File: src/rtl/enums_pkg.sv
// Shared enums and helpers for the core memory bus.
// Holds access sizes, bus FSM states and the misalignment rule.
package enums_pkg;

  typedef enum logic [2:0] {
    BYTE  = 3'd0,
    HALF  = 3'd1,
    WORD  = 3'd2,
    BYTEU = 3'd4,
    HALFU = 3'd5
  } mem_size_t;

  typedef enum logic [1:0] {
    IDLE = 2'd0,
    WAIT = 2'd1,
    RESP = 2'd2
  } mem_bus_state_t;

  function automatic logic misaligned(
    input mem_size_t  size,
    input logic [1:0] off
  );
    logic m;
    m = 1'b0;
    case (size)
      HALF, HALFU: m = off[0];
      WORD:        m = |off;
      default:     m = 1'b0;
    endcase
    return m;
  endfunction

endpackage

File: src/rtl/mem_lane_align.sv
// Byte-lane steering for stores and alignment/extension for loads.
// Purely combinational so cache and DMA blocks can share it.
module mem_lane_align
  import enums_pkg::*;
(
  input  logic [1:0]  offset,
  input  mem_size_t   size,
  input  logic [31:0] store_data,
  output logic [31:0] lane_data,
  output logic [3:0]  byte_en,
  input  logic [31:0] load_word,
  output logic [31:0] load_data
);

  logic [31:0] shifted;

  // steer store lanes, pick strobes, align and extend the load word
  always_comb begin
    lane_data = store_data << {offset, 3'b000};
    shifted   = load_word >> {offset, 3'b000};
    byte_en   = 4'b1111;
    load_data = shifted;
    case (size)
      BYTE: begin
        byte_en   = 4'b0001 << offset;
        load_data = {{24{shifted[7]}}, shifted[7:0]};
      end
      BYTEU: begin
        byte_en   = 4'b0001 << offset;
        load_data = {24'h0, shifted[7:0]};
      end
      HALF: begin
        byte_en   = 4'b0011 << offset;
        load_data = {{16{shifted[15]}}, shifted[15:0]};
      end
      HALFU: begin
        byte_en   = 4'b0011 << offset;
        load_data = {16'h0, shifted[15:0]};
      end
      default: begin
        byte_en   = 4'b1111;
        load_data = shifted;
      end
    endcase
  end

endmodule

File: src/rtl/mem_interconnect.sv
// Registered, handshaked core-to-peripheral bus with ack/error.
// Optional WAIT timeout enabled by defining MEM_BUS_TIMEOUT_EN.
module mem_interconnect
  import enums_pkg::*;
#(
  parameter int NUM_PERIPHERALS = 4,
  parameter int TIMEOUT_CYCLES  = 16
) (
  input  logic                            clk,
  input  logic                            rst_n,
  input  logic [31:0]                     address,
  input  mem_size_t                       size,
  input  logic                            read_enable,
  input  logic                            write_enable,
  input  logic [31:0]                     write_data,
  output logic [31:0]                     read_data,
  output logic                            ack,
  output logic                            bus_error,
  output logic [31:0]                     per_address,
  output logic [31:0]                     per_write_data,
  output logic [3:0]                      per_byte_en,
  output logic [NUM_PERIPHERALS-1:0]      read_enables,
  output logic [NUM_PERIPHERALS-1:0]      write_enables,
  input  logic [NUM_PERIPHERALS-1:0][31:0] read_datas,
  input  logic [NUM_PERIPHERALS-1:0]      ready_ins
);

  localparam int NP = NUM_PERIPHERALS;
  localparam int SW = $clog2(NP);

  mem_bus_state_t state_q, state_d;

  logic [SW-1:0] sel, sel_q;
  logic [NP-1:0] hot;
  logic          rd_q, req, err_req, rdy;
  logic [31:0]   lane_data, load_data;
  logic [3:0]    lane_be;
  logic          expired, drop;

  assign sel     = address[31 -: SW];
  assign hot     = {{(NP-1){1'b0}}, 1'b1} << sel;
  assign req     = read_enable | write_enable;
  assign err_req = (read_enable & write_enable) |
                   misaligned(size, address[1:0]);
  assign rdy     = ready_ins[sel_q];

  mem_lane_align u_align (
    .offset     (address[1:0]),
    .size       (size),
    .store_data (write_data),
    .lane_data  (lane_data),
    .byte_en    (lane_be),
    .load_word  (read_datas[sel_q]),
    .load_data  (load_data)
  );

`ifdef MEM_BUS_TIMEOUT_EN
  localparam int CW = $clog2(TIMEOUT_CYCLES + 1);
  localparam logic [CW-1:0] TO_MAX  = CW'(TIMEOUT_CYCLES);
  localparam logic [CW-1:0] TO_LAST = CW'(TIMEOUT_CYCLES - 1);

  logic [CW-1:0] cnt_q;

  assign expired = (cnt_q == TO_MAX);
  assign drop    = (cnt_q == TO_LAST);

  // count WAIT cycles; strobes drop after the last one, error one cycle later
  always_ff @(posedge clk or negedge rst_n) begin
    if (!rst_n)
      cnt_q <= '0;
    else if (state_q != WAIT)
      cnt_q <= '0;
    else if (!expired)
      cnt_q <= cnt_q + 1'b1;
  end
`else
  assign expired = 1'b0;
  assign drop    = 1'b0;
`endif

  // state register
  always_ff @(posedge clk or negedge rst_n) begin
    if (!rst_n) state_q <= IDLE;
    else        state_q <= state_d;
  end

  // next-state decode
  always_comb begin
    state_d = state_q;
    unique case (state_q)
      IDLE: if (req) state_d = err_req ? RESP : WAIT;
      WAIT: if (rdy || expired) state_d = RESP;
      RESP: state_d = IDLE;
      default: state_d = IDLE;
    endcase
  end

  // completion pulse
  always_comb begin
    ack = (state_q == RESP);
  end

  // peripheral-side registers and response capture
  always_ff @(posedge clk or negedge rst_n) begin
    if (!rst_n) begin
      read_data      <= '0;
      bus_error      <= 1'b0;
      per_address    <= '0;
      per_write_data <= '0;
      per_byte_en    <= '0;
      read_enables   <= '0;
      write_enables  <= '0;
      sel_q          <= '0;
      rd_q           <= 1'b0;
    end else begin
      unique case (state_q)
        IDLE: begin
          if (req && err_req) begin
            bus_error <= 1'b1;
          end else if (req) begin
            per_address    <= {{SW{1'b0}}, address[31-SW:0]};
            per_write_data <= lane_data;
            per_byte_en    <= lane_be;
            read_enables   <= read_enable ? hot : '0;
            write_enables  <= write_enable ? hot : '0;
            sel_q          <= sel;
            rd_q           <= read_enable;
          end
        end
        WAIT: begin
          if (rdy) begin
            read_enables  <= '0;
            write_enables <= '0;
            if (rd_q) read_data <= load_data;
          end else if (expired) begin
            bus_error     <= 1'b1;
            read_enables  <= '0;
            write_enables <= '0;
          end else if (drop) begin
            read_enables  <= '0;
            write_enables <= '0;
          end
        end
        RESP: begin
          read_data <= '0;
          bus_error <= 1'b0;
        end
        default: begin
          read_data <= '0;
          bus_error <= 1'b0;
        end
      endcase
    end
  end

endmodule
File: config.mk
export PLATFORM = sky130hd
export DESIGN_NAME = mem_interconnect
export DESIGN_NICKNAME = d
export VERILOG_FILES = /design/src/rtl/enums_pkg.sv /design/src/rtl/mem_lane_align.sv /design/src/rtl/mem_interconnect.sv
export SDC_FILE = /design/constraint.sdc
export NUM_CORES = 1
export LEC_CHECK = 0
export ABC_AREA = 1
export CORE_MARGIN = 4
export CORE_UTILIZATION = 30
export CTS_CLUSTER_DIAMETER = 30
export CTS_CLUSTER_SIZE = 30
export DETAILED_ROUTE_END_ITERATION = 8
export PLACE_DENSITY = 0.69
export SLEW_MARGIN = 0
export SYNTH_ARGS = -nofsm -noshare
export SYNTH_HDL_FRONTEND = slang
export SYNTH_SLANG_ARGS = --single-unit
File: constraint.sdc
create_clock -name clk -period 2.8 [get_ports clk]
set_clock_uncertainty 0.2 [all_clocks]
set_input_delay 0.42 -clock clk [delete_from_list [all_inputs] [get_ports clk]]
set_output_delay 0.42 -clock clk [all_outputs]
set_load 0.005 [all_outputs]
==> results by group, run 1 <==
Outcome
  • Status: finished, final reports clean

Setup path
  • Reg2reg path depth: 11
  • Max Fanout on Critical Path: 67
  • Critical path class: flop to flop
  • Crit-path cells: buf_4, nand2_1, nand3_1, nand3_1, nand2_2, nand2_2, nand2_4, nand2_8, nand2_4, nand2_1, nand2_1
  • CP Launch Type: flop
  • CP dominant cell by count: nand2_1
  • Crit path max-delay family: simple AND/OR/NAND/NOR gates
  • Slowest stage delay, CP: 0.52 ns
  • Worst path arrival time: 2.41 ns
  • Buf/Inv on CP: 1
  • CP max stage cell: buf_4
  • Worst EP required: 2.90 ns
  • Reg2reg end: read_data[29]
  • Reg2Reg Setup Slack: 0.50 ns
  • CP endpoint kind: flop
  • Reg2reg start: sel_q[0]

Routing
  • DR WL/cell: 17.05 µm
  • Detailed Routing Iterations Pass 1: 7
  • Via count: 7297
  • Total Routed Length: 25.55 mm
  • Final ANT Viol Nets: 0
  • Highest routed metal layer: met4
  • Wl on met1: 10.30 mm
  • Met2 routed WL: 12.22 mm
  • Via density: 4.868
  • DRC Markers: 0
  • Drt first-iter violations: 569
  • Metal3 WL: 2.133 mm

Layout
  • Design Area, Final: 10240 µm²
  • Filler cell count: 2103
  • Layout area overhead: 55.56%
  • Area of the multi-input gates: 3306 µm²
  • Antenna Cells: 0
  • Nets: 1422
  • Layout cells sized above 1: 7.353%
  • Reg area: 2804 µm²

Clocking
  • CTS Buf Count: 9
  • Worst-Skew Late Latency: 0.35 ns
  • Clock Pin Slew Worst Setup and Hold Paths: 0.09 ns
  • H-tree levels: 3
  • Post-CTS Setup Bufs: 0
  • CTS tree: done
  • Root Driver: clkbuf_16
  • Clock sinks: 112
  • Clock tree buffer depth: 2

Logic synthesis
  • Area of the mapped netlist: 6583 µm²
  • Sequential share of the synthesized area: 42.58%
  • Post-synthesis adder-cell area fraction: 0%
  • Complex-gate fraction of the synthesized area: 11.06%
  • Mux cell area share after synthesis: 0%
  • Syn. warnings: 0
  • Post-Synth XOR/XNOR Area: 0%
  • Largest family of logic cells by synthesized area: simple AND/OR/NAND/NOR gates
  • #FFs+latches synth: 112
  • Post-Syn Instances: 931
  • Syn_area_per_cell: 7.070 µm²
  • Library cells used by synthesis: 32
  • Synth Area in Simple Gates: 38.85%

Timing
  • Fmax: 434.3 MHz
  • Hold Vio Cnt, Final: 0
  • Min Hold Slack: 0.2833 ns
  • Final setup viols: 0
  • Setup TNS: 0 ns
  • Crit share post-route: 82.23%
  • Tmin final: 2.303 ns
  • Slew @ Worst Pin: 0.6428 ns
  • Max-slew headroom: 57.15%
  • Slew Limit Fails: 0
  • RSZ-0062 raised after global routing: no

Die
  • Die X: 156.1 µm
  • # IOs: 313
  • Die H: 156.1 µm
  • Initial core utilization: 30.92%
  • Die area: 24380 µm²
  • Site Rows: 53
  • CORE AREA: 21290 µm²

Worst hold path
  • Hold Path Class: flop to flop
  • WHS Path Cells: 2
  • Min-Delay Endpoint: read_data[4]
  • Hold Path Origin: read_data[4]

Power
  • Pwr Total: 8.702 mW
  • Max VDD drop: 0.0003734 V
  • Leakage: 4.777 nW
  • Pwr/cell area: 849.8 nW/µm²

Global route
  • First-pass GRT wire length: 39.13 mm
  • Vias in the first global route: 7126
  • GRT Resource Usage Total: 20.44%
  • Largest net degree at the start of global routing: 68
  • Gr ovfl total: 0
  • Antenna violations before repair: 0

Place
  • Port bufs: 310
  • Detailed placement HPWL: 19.95 mm
  • Dpl cell area: 9903 µm²
  • Placer Congestion: 0.9257

Flow run
  • Max cap viols: 0
[synthesized netlist by cell type, drive strengths merged]
| library cell | count | share of area (%) |
|---|---|---|
| nor3 | 1 | 0.076 |
| nor2 | 38 | 2.4 |
| o211ai | 4 | 0.46 |
| nand2 | 438 | 26 |
| a22o | 2 | 0.27 |
| nand4 | 1 | 0.32 |
| clkbuf | 12 | 0.68 |
| o21a | 7 | 0.80 |
| o22ai | 7 | 0.67 |
| inv | 33 | 1.9 |
| conb | 1 | 0.057 |
| dfrtp | 112 | 43 |
| buf | 48 | 4.9 |
| nand3 | 121 | 10 |
| a21oi | 21 | 1.7 |
| o21ai | 70 | 5.4 |
| a41oi | 1 | 0.25 |
| a22oi | 14 | 1.6 |
[per-stage QoR]
step                utilization (%)  std cells  setup slack (ns)
detailed placement            46.52       1482            0.1937
floorplan                         -        932             1.070
finish                        48.10       1499            0.4974
CTS                           48.10       1499            0.4928
global placement              46.52       1482            0.2671
global route                  48.10       1499            0.3186
[repair_timing]
action                    CTS  global route
hold buffers                1             0
hold endpoints to repair   30             0
resized for setup           0             0
[layer usage]
layer / GRT usage [%] / vias up
li1: - / 3589
met1: 25.65 / 3338
met2: 34.10 / 319
met3: 5.215 / 51
met4: 7.438 / 0
met5: 0 / -
[cell type report]
cell class / instances / share of cell area, %
repair buffers: 336 / 32.58
multi-input cells: 727 / 32.28
flip-flops and latches: 112 / 27.38
well taps: 275 / 3.360
clock buffers: 9 / 2.199
inverters: 33 / 1.210
clock inverters: 7 / 0.9897
[cells by family after synthesis]
| family | Yosys count |
|---|---|
| AO/OA/AOI/OAI | 126 |
| flip-flops | 112 |
| buffers and inverters | 93 |
| AND/OR/NAND/NOR | 599 |
| other | 1 |
[where the power goes]
part / internal, mW / total (mW) / switching, mW
registers: 2.27 / 2.66 / 0.384
clock network: 0.658 / 1.37 / 0.714
logic: 2.19 / 4.67 / 2.48
total: 5.12 / 8.70 / 3.58
[worst min-delay path, stage by stage (launching register included)]
cell and delay, ns:
dfrtp_1 0.35, nand2_1 0.05, nand2_1 0.05
[flip-flops by register name, summed over array words and instances (netlist names)]
register,cells
read_enables,4
write_enables,4
bus_error,1
rd_q,1
sel_q,2
state_q,2
per_byte_en,4
per_write_data,32
read_data,32
per_address,30
[how the worst max path moves through the flow]
stage	start	end	slack [ns]	depth (start not counted)
6_report	sel_q[0]	read_data[29]	0.50	11
5_1_grt	sel_q[0]	read_data[7]	0.32	7
4_1_cts	sel_q[0]	read_data[28]	0.49	11
3_5_place_dp	address[0]	read_data[29]	0.19	12
3_3_place_gp	address[0]	read_data[28]	0.27	12
2_1_floorplan	size[0]	per_write_data[8]	1.07	10
[placed cells by master, fill, tap and decap left out]
master             n
a21oi_1           20
a21oi_2            1
a22o_1             2
a22oi_1           14
a41oi_2            1
buf_12             3
buf_4             23
clkbuf_16          9
clkdlybuf4s50_1  309
clkinv_8           4
conb_1             2
dfrtp_1          111
dfrtp_2            1
dlygate4sd3_1      1
inv_1             25
inv_12             1
inv_2              8
inv_6              1
inv_8              1
nand2_1          419
nand2_2           16
nand2_4            2
nand2_8            1
nand3_1          109
nand3_2           12
nand4_4            1
nor2_1            34
nor2_2             2
nor2_4             2
nor3_1             1
o211ai_1           4
o21a_1             7
o21ai_0           53
o21ai_1           16
o21ai_2            1
o22ai_1            7
(Power assumes the default switching activity.)
==> run 2: changes to the inputs <==
- PLACE_DENSITY: 0.69 -> 0.71
- clock period: 2.8 -> 2.1 ns (I/O delays scaled with it)
==> run 2 against run 1 <==
Compared with the run above:
- largest cell class unchanged
- sequential power increased by 35%
- via count up 0.79%
- count of clock-buffer cells in the layout stayed put
- global-route usage down 0.32 points
- maximum frequency up 18%
- design area grew 4.1%
- routed wire length down 0.38%
- non-clock buffer count grew 33
- worst setup slack worse by 0.35 ns
- register-to-register slack worse by 0.35 ns
==> results by group, run 2 (synthesized netlist as in run 1, its figures left out) <==
Outcome
  • Status: finished, final reports clean

Routing
  • Detailed Routing Iterations Pass 1: 7 (unchanged)
  • Final ANT Viol Nets: 0 (unchanged)
  • DR WL/cell: 16.61 µm (-2.5%)
  • Via count: 7355 (+0.79%)
  • Drt first-iter violations: 363 (-36%)
  • Via density: 4.801 (-1.4%)
  • Total Routed Length: 25.45 mm (-0.38%)
  • DRC Markers: 0 (unchanged)

Setup path
  • CP endpoint kind: flop
  • Reg2reg start: sel_q[1]
  • CP Launch Type: flop
  • Crit-path cells: inv_2, buf_12, nand3_1, nand2_1, o21ai_1, nand2_1, a21oi_1, nand2_2, nand2_1
  • Buf/Inv on CP: 2 (+1)
  • Max Fanout on Critical Path: 28 (-58%)
  • Critical path class: flop to flop
  • Crit path max-delay family: flip-flops
  • CP dominant cell by count: nand2_1
  • Slowest stage delay, CP: 0.51 ns (about the same)
  • CP max stage cell: dfrtp_1
  • Worst path arrival time: 2.06 ns (-0.35 ns)
  • Worst EP required: 2.21 ns (-0.69 ns)
  • Crit path from: sel_q[1]

Power
  • Reg power frac: 29.8% (-0.7 points)
  • Max VDD drop: 0.0005659 V (+52%)
  • Leakage: 4.999 nW (+4.6%)
  • Power Internal: 7.269 mW (+42%)
  • Clk network pwr share: 15.8% (about the same)
  • Pwr/cell area: 1132 nW/µm² (+33%)
  • Switching Power: 4.791 mW (+34%)
  • Pwr Total: 12.06 mW (+39%)
  • Sw Share: 39.72% (-1.4 points)
  • Combinational share of power: 54.5% (+0.8 points)

Die
  • Die X: 156.1 µm (unchanged)
  • # IOs: 313 (unchanged)
  • Die area: 24380 µm² (unchanged)
  • CORE AREA: 21290 µm² (unchanged)
  • Initial core utilization: 30.92% (unchanged)
  • Site Rows: 53 (unchanged)
  • Die H: 156.1 µm (unchanged)

Timing
  • Setup TNS: 0 ns (unchanged)
  • Final setup viols: 0 (unchanged)
  • Slew @ Worst Pin: 0.6309 ns (-0.01196 ns)
  • Hold Vio Cnt, Final: 0 (unchanged)
  • Crit share post-route: 93.12% (+11 points)
  • Max-slew headroom: 57.94% (+0.80 points)
  • Slew Limit Fails: 0 (unchanged)
  • Tmin final: 1.956 ns (-0.3470 ns)
  • Fmax: 511.4 MHz (+18%)
  • RSZ-0062 raised after global routing: yes
  • Min Hold Slack: 0.2668 ns (-0.01652 ns)

Global route
  • First-pass GRT wire length: 38.68 mm (-1.1%)
  • Gr ovfl total: 0 (unchanged)
  • Vias in the first global route: 7111 (-0.21%)
  • Antenna violations before repair: 0 (unchanged)
  • GRT Resource Usage Total: 20.11% (-0.32 points)
  • Largest net degree at the start of global routing: 113 (+66%)

Clocking
  • Worst-Skew Late Latency: 0.37 ns (+0.02 ns)
  • Root Driver: clkbuf_16
  • Clock sinks: 112 (unchanged)
  • Clock Pin Slew Worst Setup and Hold Paths: 0.09 ns (about the same)
  • CTS tree: done
  • Clock tree buffer depth: 2 (unchanged)
  • H-tree levels: 3 (unchanged)
  • CTS Buf Count: 9 (unchanged)

Layout
  • Commonest non-fill, non-tap cell in the layout: nand2_1
  • Layout area overhead: 61.87%
  • Nets: 1455 (+2.3%)
  • Antenna Cells: 0 (unchanged)
  • Non-Filler Instances: 1532 (+2.2%)
  • Largest regs: per_write_data (32), read_data (32), per_address (30)
  • Layout cells sized above 1: 9.865% (+2.5 points)
  • Most frequent cells in the layout: 419 x nand2_1, 308 x clkdlybuf4s50_1, 111 x dfrtp_1
  • Post-layout util: 50.06% (+2.0 points)

Place
  • Placer Congestion: 0.9057 (-2.2%)
  • Port bufs: 310 (unchanged)
  • Detailed placement HPWL: 19.84 mm (-0.53%)
  • Placed cells: 1511 (+2.0%)

Worst hold path
  • Hold Path Origin: address[23]
  • Hold Path Class: primary input to flop

Flow run
  • Max cap viols: 0 (unchanged)
run 2: timing repair:
item,in CTS,in global routing
buffers inserted,0,4
setup endpoints to repair,3,32
hold buffers,1,0
resized for setup,2,5
endpoints found under the hold margin,112,0
pin swaps,0,1
run 2: layer usage:
layer | vias up | track usage, % | share of wire (%)
li1 | 3643 | - | -
met5 | - | 0 | 0
met3 | 44 | 4.827 | 7.1
met2 | 264 | 33.42 | 48
met1 | 3404 | 25.52 | 42
met4 | 0 | 7.397 | 3.1
run 2: worst paths after layout:
| kind | to | slack [ns] | depth (start not counted) |
|---|---|---|---|
| worst max-delay path | read_data[17] | 0.14 | 9 |
| worst min-delay path | per_address[23] | 0.27 | 3 |
| worst max register to register | read_data[17] | 0.14 | 9 |
| worst min register to register | read_data[5] | 0.28 | 2 |
| max in group asynchronous | sel_q[0] | 0.83 | 3 |
| min in group asynchronous | per_address[29] | 0.36 | 3 |
run 2: area by class of cell:
| class | count | area, µm² |
|---|---|---|
| clock buffer | 9 | 225.2 |
| clock inverter | 7 | 107.6 |
| fill | 2048 | 10630 |
| inverter | 33 | 123.9 |
| multi-input combinational | 727 | 3339 |
| sequential | 112 | 2804 |
| tap | 275 | 344.1 |
| timing repair buffer | 369 | 3711 |
run 2: power by group through the flow:
stage / Sequential, mW / Clock (mW) / Combinational, mW
floorplan: 3.60 / 0 / 3.13
finish: 3.59 / 1.90 / 6.57
global placement: 3.62 / 0 / 6.47
CTS: 3.60 / 1.96 / 6.58
detailed placement: 3.61 / 0 / 6.56
global route: 3.70 / 2.04 / 7.25
run 2: through the flow:
step                      worst slack [ns]  cell area [µm²]
after floorplan                     0.3865             6586
after global placement             -0.3174            10250
after detailed placement           -0.4280            10250
after CTS                          0.07617            10590
after global routing           -0.00002842            10660
final                               0.1445            10660
run 2: tightest hold or removal path, stage by stage:
cell             delay [ns]
clkdlybuf4s50_1        0.39
nand2_1                0.06
nand2_1                0.04
